File: src/rtl/mppt_pkg.sv
// Shared MPPT definitions: FSM and comparison-class encodings, default widths, enable-bus bit map.
// No logic; latency n/a.
// No flow control; consumers decode the strobes themselves.
package mppt_pkg;

    localparam int PW_DEF = 12;
    localparam int DW_DEF = 8;

    // Sequencer enable bus bit positions.
    localparam int EN_POT  = 1;
    localparam int EN_DUTY = 2;

    localparam logic [1:0] ST_IDLE    = 2'd0;
    localparam logic [1:0] ST_COMPARE = 2'd1;
    localparam logic [1:0] ST_UPDATE  = 2'd2;

    typedef enum logic [1:0] {
        IDLE    = ST_IDLE,
        COMPARE = ST_COMPARE,
        UPDATE  = ST_UPDATE
    } state_t;

    typedef enum logic [1:0] {
        FLAT = 2'd0,
        UP   = 2'd1,
        DOWN = 2'd2
    } cmp_t;

    function automatic logic cmp_moves(input cmp_t c);
        return (c != FLAT);
    endfunction

endpackage

File: src/rtl/duty_step_clamp.sv
// Saturating duty step: add/subtract STEP in DW+1 bits and clamp to [DUTY_MIN, DUTY_MAX].
// Purely combinational, zero latency.
// No flow control; step_en=0 passes duty through untouched.
module duty_step_clamp #(
    parameter int DW       = 8,
    parameter int DUTY_MIN = 13,
    parameter int DUTY_MAX = 242,
    parameter int STEP     = 4
) (
    input  logic [DW-1:0] duty,
    input  logic          dir,
    input  logic          step_en,
    output logic [DW-1:0] duty_next,
    output logic          clamp_hit
);

    localparam logic [DW:0]   MIN_X  = DUTY_MIN[DW:0];
    localparam logic [DW:0]   MAX_X  = DUTY_MAX[DW:0];
    localparam logic [DW:0]   STEP_X = STEP[DW:0];
    localparam logic [DW-1:0] STEP_N = STEP[DW-1:0];

    logic [DW:0] duty_x;
    logic [DW:0] sum_x;
    logic [DW:0] lo_lim_x;

    always_comb begin
        duty_x    = {1'b0, duty};
        sum_x     = duty_x + STEP_X;
        lo_lim_x  = MIN_X + STEP_X;
        duty_next = duty;
        clamp_hit = 1'b0;
        if (step_en) begin
            if (dir) begin
                if (sum_x > MAX_X) begin
                    duty_next = MAX_X[DW-1:0];
                    clamp_hit = 1'b1;
                end else begin
                    duty_next = sum_x[DW-1:0];
                end
            end else begin
                // Testing against MIN+STEP first keeps the subtraction from wrapping.
                if (duty_x < lo_lim_x) begin
                    duty_next = MIN_X[DW-1:0];
                    clamp_hit = 1'b1;
                end else begin
                    duty_next = duty - STEP_N;
                end
            end
        end
    end

endmodule

File: src/rtl/po_duty_ctrl.sv
// Perturb-and-observe decision: snapshot power pair on en[2], classify, step/clamp duty.
// Latency: duty/done update 2 edges after the capturing edge; one iteration per 3 cycles.
// No backpressure: en[2] seen while busy is dropped, never queued.
module po_duty_ctrl
    import mppt_pkg::*;
#(
    parameter int DW        = DW_DEF,
    parameter int PW        = PW_DEF,
    parameter int DUTY_INIT = 128,
    parameter int DUTY_MIN  = 13,
    parameter int DUTY_MAX  = 242,
    parameter int STEP      = 4,
    parameter int DEADBAND  = 2
) (
    input  logic          clk,
    input  logic          rst,
    input  logic [PW-1:0] pot_act,
    input  logic [PW-1:0] pot_ant,
    input  logic [3:0]    en,
    output logic [DW-1:0] duty,
    output logic          dir,
    output logic          busy,
    output logic          done
);

    localparam logic [PW:0] DB_X = DEADBAND[PW:0];

    state_t        state;
    cmp_t          cls;
    cmp_t          cls_next;
    logic [PW-1:0] snap_act;
    logic [PW-1:0] snap_ant;
    logic [PW:0]   act_x;
    logic [PW:0]   ant_x;
    logic          dir_dec;
    logic          step_en;
    logic [DW-1:0] duty_next;
    logic          clamp_hit;

    // Remaining enable bits belong to other pipeline stages.
    logic unused_en;
    assign unused_en = ^{en[3], en[1:0]};

    assign act_x = {1'b0, snap_act};
    assign ant_x = {1'b0, snap_ant};

    always_comb begin
        cls_next = FLAT;
        if (act_x > ant_x + DB_X) begin
            cls_next = UP;
        end else if (act_x + DB_X < ant_x) begin
            cls_next = DOWN;
        end
    end

    assign dir_dec = (cls == DOWN) ? ~dir : dir;
    assign step_en = cmp_moves(cls);

    duty_step_clamp #(
        .DW       (DW),
        .DUTY_MIN (DUTY_MIN),
        .DUTY_MAX (DUTY_MAX),
        .STEP     (STEP)
    ) u_step (
        .duty      (duty),
        .dir       (dir_dec),
        .step_en   (step_en),
        .duty_next (duty_next),
        .clamp_hit (clamp_hit)
    );

    always_ff @(posedge clk or posedge rst) begin
        if (rst) begin
            state    <= IDLE;
            cls      <= FLAT;
            snap_act <= '0;
            snap_ant <= '0;
            duty     <= DUTY_INIT[DW-1:0];
            dir      <= 1'b1;
            busy     <= 1'b0;
            done     <= 1'b0;
        end else begin
            done <= 1'b0;
            case (state)
                IDLE: begin
                    if (en[EN_DUTY]) begin
                        snap_act <= pot_act;
                        snap_ant <= pot_ant;
                        busy     <= 1'b1;
                        state    <= COMPARE;
                    end
                end
                COMPARE: begin
                    cls   <= cls_next;
                    state <= UPDATE;
                end
                UPDATE: begin
                    // FLAT yields duty_next == duty and dir_dec == dir, so no gating needed.
                    duty  <= duty_next;
                    dir   <= dir_dec ^ clamp_hit;
                    done  <= 1'b1;
                    busy  <= 1'b0;
                    state <= IDLE;
                end
                default: begin
                    busy  <= 1'b0;
                    state <= IDLE;
                end
            endcase
        end
    end

endmodule

File: config.mk
export PLATFORM = sky130hd
export DESIGN_NAME = po_duty_ctrl
export DESIGN_NICKNAME = d
export VERILOG_FILES = /design/src/rtl/mppt_pkg.sv /design/src/rtl/duty_step_clamp.sv /design/src/rtl/po_duty_ctrl.sv
export SDC_FILE = /design/constraint.sdc
export NUM_CORES = 1
export LEC_CHECK = 0
export CORE_ASPECT_RATIO = 1.2
export CORE_MARGIN = 5
export CORE_UTILIZATION = 45
export DETAILED_ROUTE_END_ITERATION = 10
export PLACE_DENSITY = 0.77
export SKIP_CTS_REPAIR_TIMING = 1
export SYNTH_ARGS = -nofsm -noshare
export SYNTH_HDL_FRONTEND = slang
export SYNTH_SLANG_ARGS = --single-unit
export TNS_END_PERCENT = 1
File: constraint.sdc
create_clock -name clk -period 3.3 [get_ports clk]
set_input_delay 0.825 -clock clk [delete_from_list [all_inputs] [get_ports clk]]
set_output_delay 0.825 -clock clk [all_outputs]
set_load 0.005 [all_outputs]
Word-level counts from Yosys, hierarchy flattened:

Cells that the tools add are included.

* magnitude comparators: 4
* bitwise operators: 3
* multiplexer cells: 15
* equality and inequality tests: 4
* add/subtract/negate cells: 4
* reduce and logical (&&, ||, !) cells: 5

Operators by type and width (number)
* $add A12 B2 Y13 const B: 2
* $mux W8: 3
* $gt A12 B13 Y1: 1
* $lt A13 B12 Y1: 1
* $add A8 B3 Y9 const B: 1
* $gt A9 B8 Y1 const B: 1
* $lt A8 B5 Y1 const B: 1
* $sub A8 B3 Y8 const B: 1
* $mux W1: 7
* $mux W2: 3
* $reduce_and A2 Y1: 3
* $eq A2 B2 Y1 const B: 2
* $pmux W2 S2: 1
* $eq A2 B1 Y1 const B: 1
* $logic_not A2 Y1: 1
* $ne A2 B2 Y1 const B: 1
* $not A1 Y1: 2
* $pmux W1 S2: 1
* $reduce_bool A2 Y1: 1
* $xor A1 B1 Y1: 1

* output and inout bits: 11
* input port bits: 30
* register bits after elaboration: 39
* word-level logic and storage cells: 43

Logic depth before layout (Yosys ltp):

* depth after elaboration: 6
* depth in mapped cells: 10
* depth with buffers taken out: 10

Cells and area by module:

Synthesis repeated with hierarchy kept, for this count alone.

* cell total of the unflattened synthesis: 288
* area total of the unflattened synthesis: 2748.9 um^2

Modules (own cells, without submodules)
* po_duty_ctrl: cells each 224, area an instance 2304.7 um^2, instances 1, seq. area each 978.4 um^2
* duty_step_clamp: cells each 64, area an instance 444.2 um^2, instances 1, seq. area each 0.0 um^2

Worst setup path after synthesis:

OpenSTA, ideal clock, no wires.

* kind: register -> register
* start point: register snap_ant[3]
* end point: register cls[1]
* stages on the path, launching flop included: 10
* path buffers: 0
* period minus slack after synthesis: 2.246 ns
* library setup time: 0.110 ns
* slack: 1.054 ns
* required time: 3.190 ns
* arrival: 2.135 ns
* cell sequence: dfrtp_1 -> and3_1 -> and4_1 -> nand2_1 -> xnor2_1 -> ha_1 -> a2111o_1 -> a21oi_1 -> a211oi_1 -> o41ai_1

* cells in the longest elaborated chain, start to end: 3
* elaborated cells between the ends (all ways): 5
* classes of those cells: add/sub (1); order compare (2); mux (2)

Ends and longest elaborated chain
* start: declaration: RTL line po_duty_ctrl.sv:32 `logic [PW-1:0] snap_ant;`
* start signal: assignment: RTL line po_duty_ctrl.sv:88 `snap_ant <= pot_ant;`
* $add A12 B2 Y13 / $lt A13 B12 Y1 (equally long branches): RTL line po_duty_ctrl.sv:49, po_duty_ctrl.sv:51
* $gt A12 B13 Y1 / $mux W2 (equally long branches): RTL line po_duty_ctrl.sv:49, po_duty_ctrl.sv:51
* $mux W2 (*): RTL line po_duty_ctrl.sv:49 `if (act_x > ant_x + DB_X) begin`
* end signal: assignment: RTL line po_duty_ctrl.sv:94 `cls <= cls_next;`
* end: declaration: RTL line po_duty_ctrl.sv:29 `cmp_t cls;`

Mark *: on every way between the ends. The rest lies on a longest branch, timed or not.
A chain may end at the register's enable or synchronous reset.

Worst setup path in the final report:

* start point: register snap_act[3]
* end point: register cls[1]

* cells in the longest elaborated chain, start to end: 4
* elaborated cells between the ends (all ways): 5
* classes of those cells: add/sub (1); order compare (2); mux (2)

Ends and longest elaborated chain
* start: declaration: RTL line po_duty_ctrl.sv:31 `logic [PW-1:0] snap_act;`
* start signal: assignment: RTL line po_duty_ctrl.sv:87 `snap_act <= pot_act;`
* $add A12 B2 Y13: RTL line po_duty_ctrl.sv:51 `end else if (act_x + DB_X < ant_x) begin`
* $lt A13 B12 Y1: RTL line po_duty_ctrl.sv:51
* $mux W2: RTL line po_duty_ctrl.sv:51
* $mux W2 (*): RTL line po_duty_ctrl.sv:49

Marked as above.

==> flow_summary_export.csv <==
group,metric,value,unit
cts,cts_buffer_depth,2,
critical_path,r2r-start,"snap_act[3]",
yosys,synth_area,0.00278,mm^2
cts,htree_num_levels,2,
cts,insertion_delay,290,ps
cts,cts_tree,"done",
cts,clock-sinks,39,
global_route,grt_pass1_wl,10.1,mm
placement,gp_congestion,0.897,
critical_path,crit_fanout,7,
yosys,synth.distinct_cells,57,
sta,period_share,0.762,
floorplanning,initial_core_util,0.462,
status,status,"finished, final reports clean",
power,clkPwrFrac,0.177,
floorplanning,die_x,81.7,um
global_route,grt.overflow.total,0,
critical_path,worst_setup_path_end_kind,"flop",
global_route,use_met3,0.0253,
sta,finClkSkew,5.93,ps
cells_and_area,areaGrowthSynthToFinish,19.4,%
sta,max_freq,398,MHz
critical_path,crit_chain,"and4_1 > and2_1 > nand3_1 > nor2_1 > xor2_1 > ha_1 > o21a_1 > o21ai_0 > nor4_1 > o41ai_1",
critical_path,critPathMaxStageDelay,480,ps
sta,maxSlewHeadroom,0.391,
power,powerDensity,666,mW/mm^2
sta,rsz0062_at_grt,"no",
route,drtIter0Drc,57,
critical_path,worstReg2RegEnd,"cls[1]",
sta,worst_slew_pin_slew,908,ps
global_route,use_met2,0.315,
route,routedWlPerCell,13.8,um
power,switching_power,874,uW
route,route.detailed.drc,0,
global_route,grt_start_max_net_pins,40,
yosys,ys_warn_count,0,
cells_and_area,multi_input_area,0.00167,mm^2
cells_and_area,post_route_cells_drive_above_1_share,0.0988,
global_route,busiest_layer,"met2",
power,pwr-share-comb,0.467,
cts,clkTransAtPathRegs,80,ps
sta,maxSlewViolCount,0,
floorplanning,rows,31,
yosys,ys_seq_area_frac,0.353,
yosys,ys_async_sr_fraction,1.00,
power,cellLeakagePower,1.38,nW
worst_hold_path,worst_hold_path.endpoint,"busy",
yosys,synth.net_count,355,
global_route,antenna_found_initial,0,
worst_hold_path,holdCritPathClass,"reg2reg",
worst_hold_path,holdPathStages,1,
sta,final_period_minus_worst_setup_slack,2510,ps
sta,hold_violations,0,
cts,cts_buffers,5,
critical_path,worstPathArrival,2700,ps
cells_and_area,antenna_cells,0,
floorplanning,coreArea,0.00601,mm^2
critical_path,reg2reg_slack,790,ps
global_route,grt_usage,0.163,
route,firstDrtPassIters,4,
cts,cts-root-buf,"clkbuf_8",
critical_path,cp-start-kind,"flop",
power,power_frac_seq,0.356,
global_route,grt_pass1_vias,2244,
critical_path,crit_buf_inv,0,
critical_path,crit_required,3490,ps
floorplanning,dieArea,0.00784,mm^2
cells_and_area,fillers,537,
critical_path,cp_slowest_cell,"dfrtp_1",
power,p_int,1.33,mW
critical_path,crit_family,"simple AND/OR/NAND/NOR gates",
route,routed_wl,5.73,mm
route,vias,2273,
yosys,synth_top_area_share,0.334,
floorplanning,io_pins,41,
yosys,synth_edf_count,0,
yosys,synthTopCellsByArea,"dfrtp_1, ha_1, mux2_2",
critical_path,r2r_cells,10,
sta,setup_viol,0,
global_route,use_met1,0.176,
critical_path,path_class,"reg2reg",
flow_run,drv_cap,0,
placement,io_buffers,37,
power,power.total,2.21,mW
cells_and_area,finalNetCount,391,
floorplanning,die_y,96.0,um
worst_hold_path,hold_start,"busy",
yosys,syn-instance-count,297,
yosys,syn_avg_cell_area,9.34,um^2
power,sw_frac_of_total,0.396,
placement,dp_hpwl,4.49,mm
route,final_antenna_net_count,0,
yosys,synth_seq_cells,39,
cells_and_area,seq_area,978,um^2
power,irDropWorstVdd,0.371,mV
sta,fin_tns_setup,0,ps
yosys,yosys.area.top_type,"dfrtp_1",
route,viasPerCell,5.46,
yosys,ys.flop_type,"dfrtp_1",
==> metal layers <==
metal / up-vias / part of all wire
li1: 1133 / -
met1: 1077 / 0.40
met2: 51 / 0.54
met3: 12 / 0.038
met4: 0 / 0.021
met5: - / 0
==> worst max path at each step <==
| stage | from | to | cells after the start |
|---|---|---|---|
| 6_report | snap_act[3] | cls[1] | 10 |
| 3_5_place_dp | snap_act[3] | cls[1] | 10 |
| 3_3_place_gp | snap_ant[1] | cls[1] | 10 |
| 4_1_cts | snap_act[3] | cls[1] | 10 |
| 5_1_grt | snap_act[3] | cls[1] | 10 |
| 2_1_floorplan | snap_ant[3] | cls[1] | 9 |
==> state kept, by name, summed over array words and instances, names as in the netlist <==
| name | count |
|---|---|
| cls | 2 |
| duty | 8 |
| busy | 1 |
| snap_ant | 12 |
| dir | 1 |
| done | 1 |
| state | 2 |
| snap_act | 12 |
==> through the flow <==
step	util	setup WS (ps)	std cells	hold slack (ps)	cell area, um^2
floorplan	-	1050	297	449	2780
global placement	0.534	862	408	468	3210
detailed placement	0.534	818	408	476	3210
CTS	0.551	788	416	494	3310
global route	0.551	508	416	523	3310
finish	0.551	785	416	490	3310
==> synth_stat cells, types with 2 or more instances <==
library cell     n
o31ai_1          3
a31oi_1          3
nand2b_1         4
nor2b_1          2
a211oi_1         3
xor2_1           4
a211o_1          2
o21ai_0         24
and4_1           2
nand4_1          4
a21o_1           2
inv_1           20
nand2_1         32
o21a_1           2
nand3_1         18
nor3_1           6
clkbuf_1         6
dfstp_2          2
nor2_1          17
ha_1            28
mux2i_1          2
nand4b_1         2
dfrtp_1         37
xnor2_1         14
dlymetal6s2s_1   2
a21boi_0         2
mux2_2          12
and3_1           2
a21oi_1         10
and2_1           2
nor3b_1          2
==> layout make-up <==
class | instances | area share
Clock buffer | 7 | 0.0230
Clock inverter | 1 | 0.00906
Inverter | 20 | 0.0227
Multi-Input combinational cell | 228 | 0.503
Sequential cell | 39 | 0.295
Tap cell | 82 | 0.0310
Timing Repair Buffer | 39 | 0.116
==> cell families after synthesis <==
family          share of synthesized area
mux                                0.0559
compound gates                      0.157
xor+xnor                           0.0667
flops                               0.353
fa+ha+maj                           0.126
simple gates                        0.193
buf+inv                            0.0487
==> power groups by stage <==
stage                     clock network [mW]  registers, mW  logic (mW)
final                                  0.391          0.786        1.03
after global routing                   0.421          0.813        1.18
after CTS                              0.405          0.786        1.03
after detailed placement                   0          0.794        1.03
after global placement                     0          0.789       0.994
after floorplan                            0          0.741       0.777
==> placed cells by master, fill, tap and decap left out, types with 3 or more instances in the layout <==
master	instances
a211oi_1	3
nor3_1	6
a21oi_1	10
nand2_1	32
inv_1	20
clkbuf_8	5
o31ai_1	3
nor2_1	17
nand2b_1	4
nand3_1	18
ha_1	28
mux2_2	12
xor2_1	4
o21ai_0	24
xnor2_1	14
clkdlybuf4s50_1	37
a31oi_1	3
nand4_1	4
dfrtp_1	37
(Power assumes the default switching activity.)
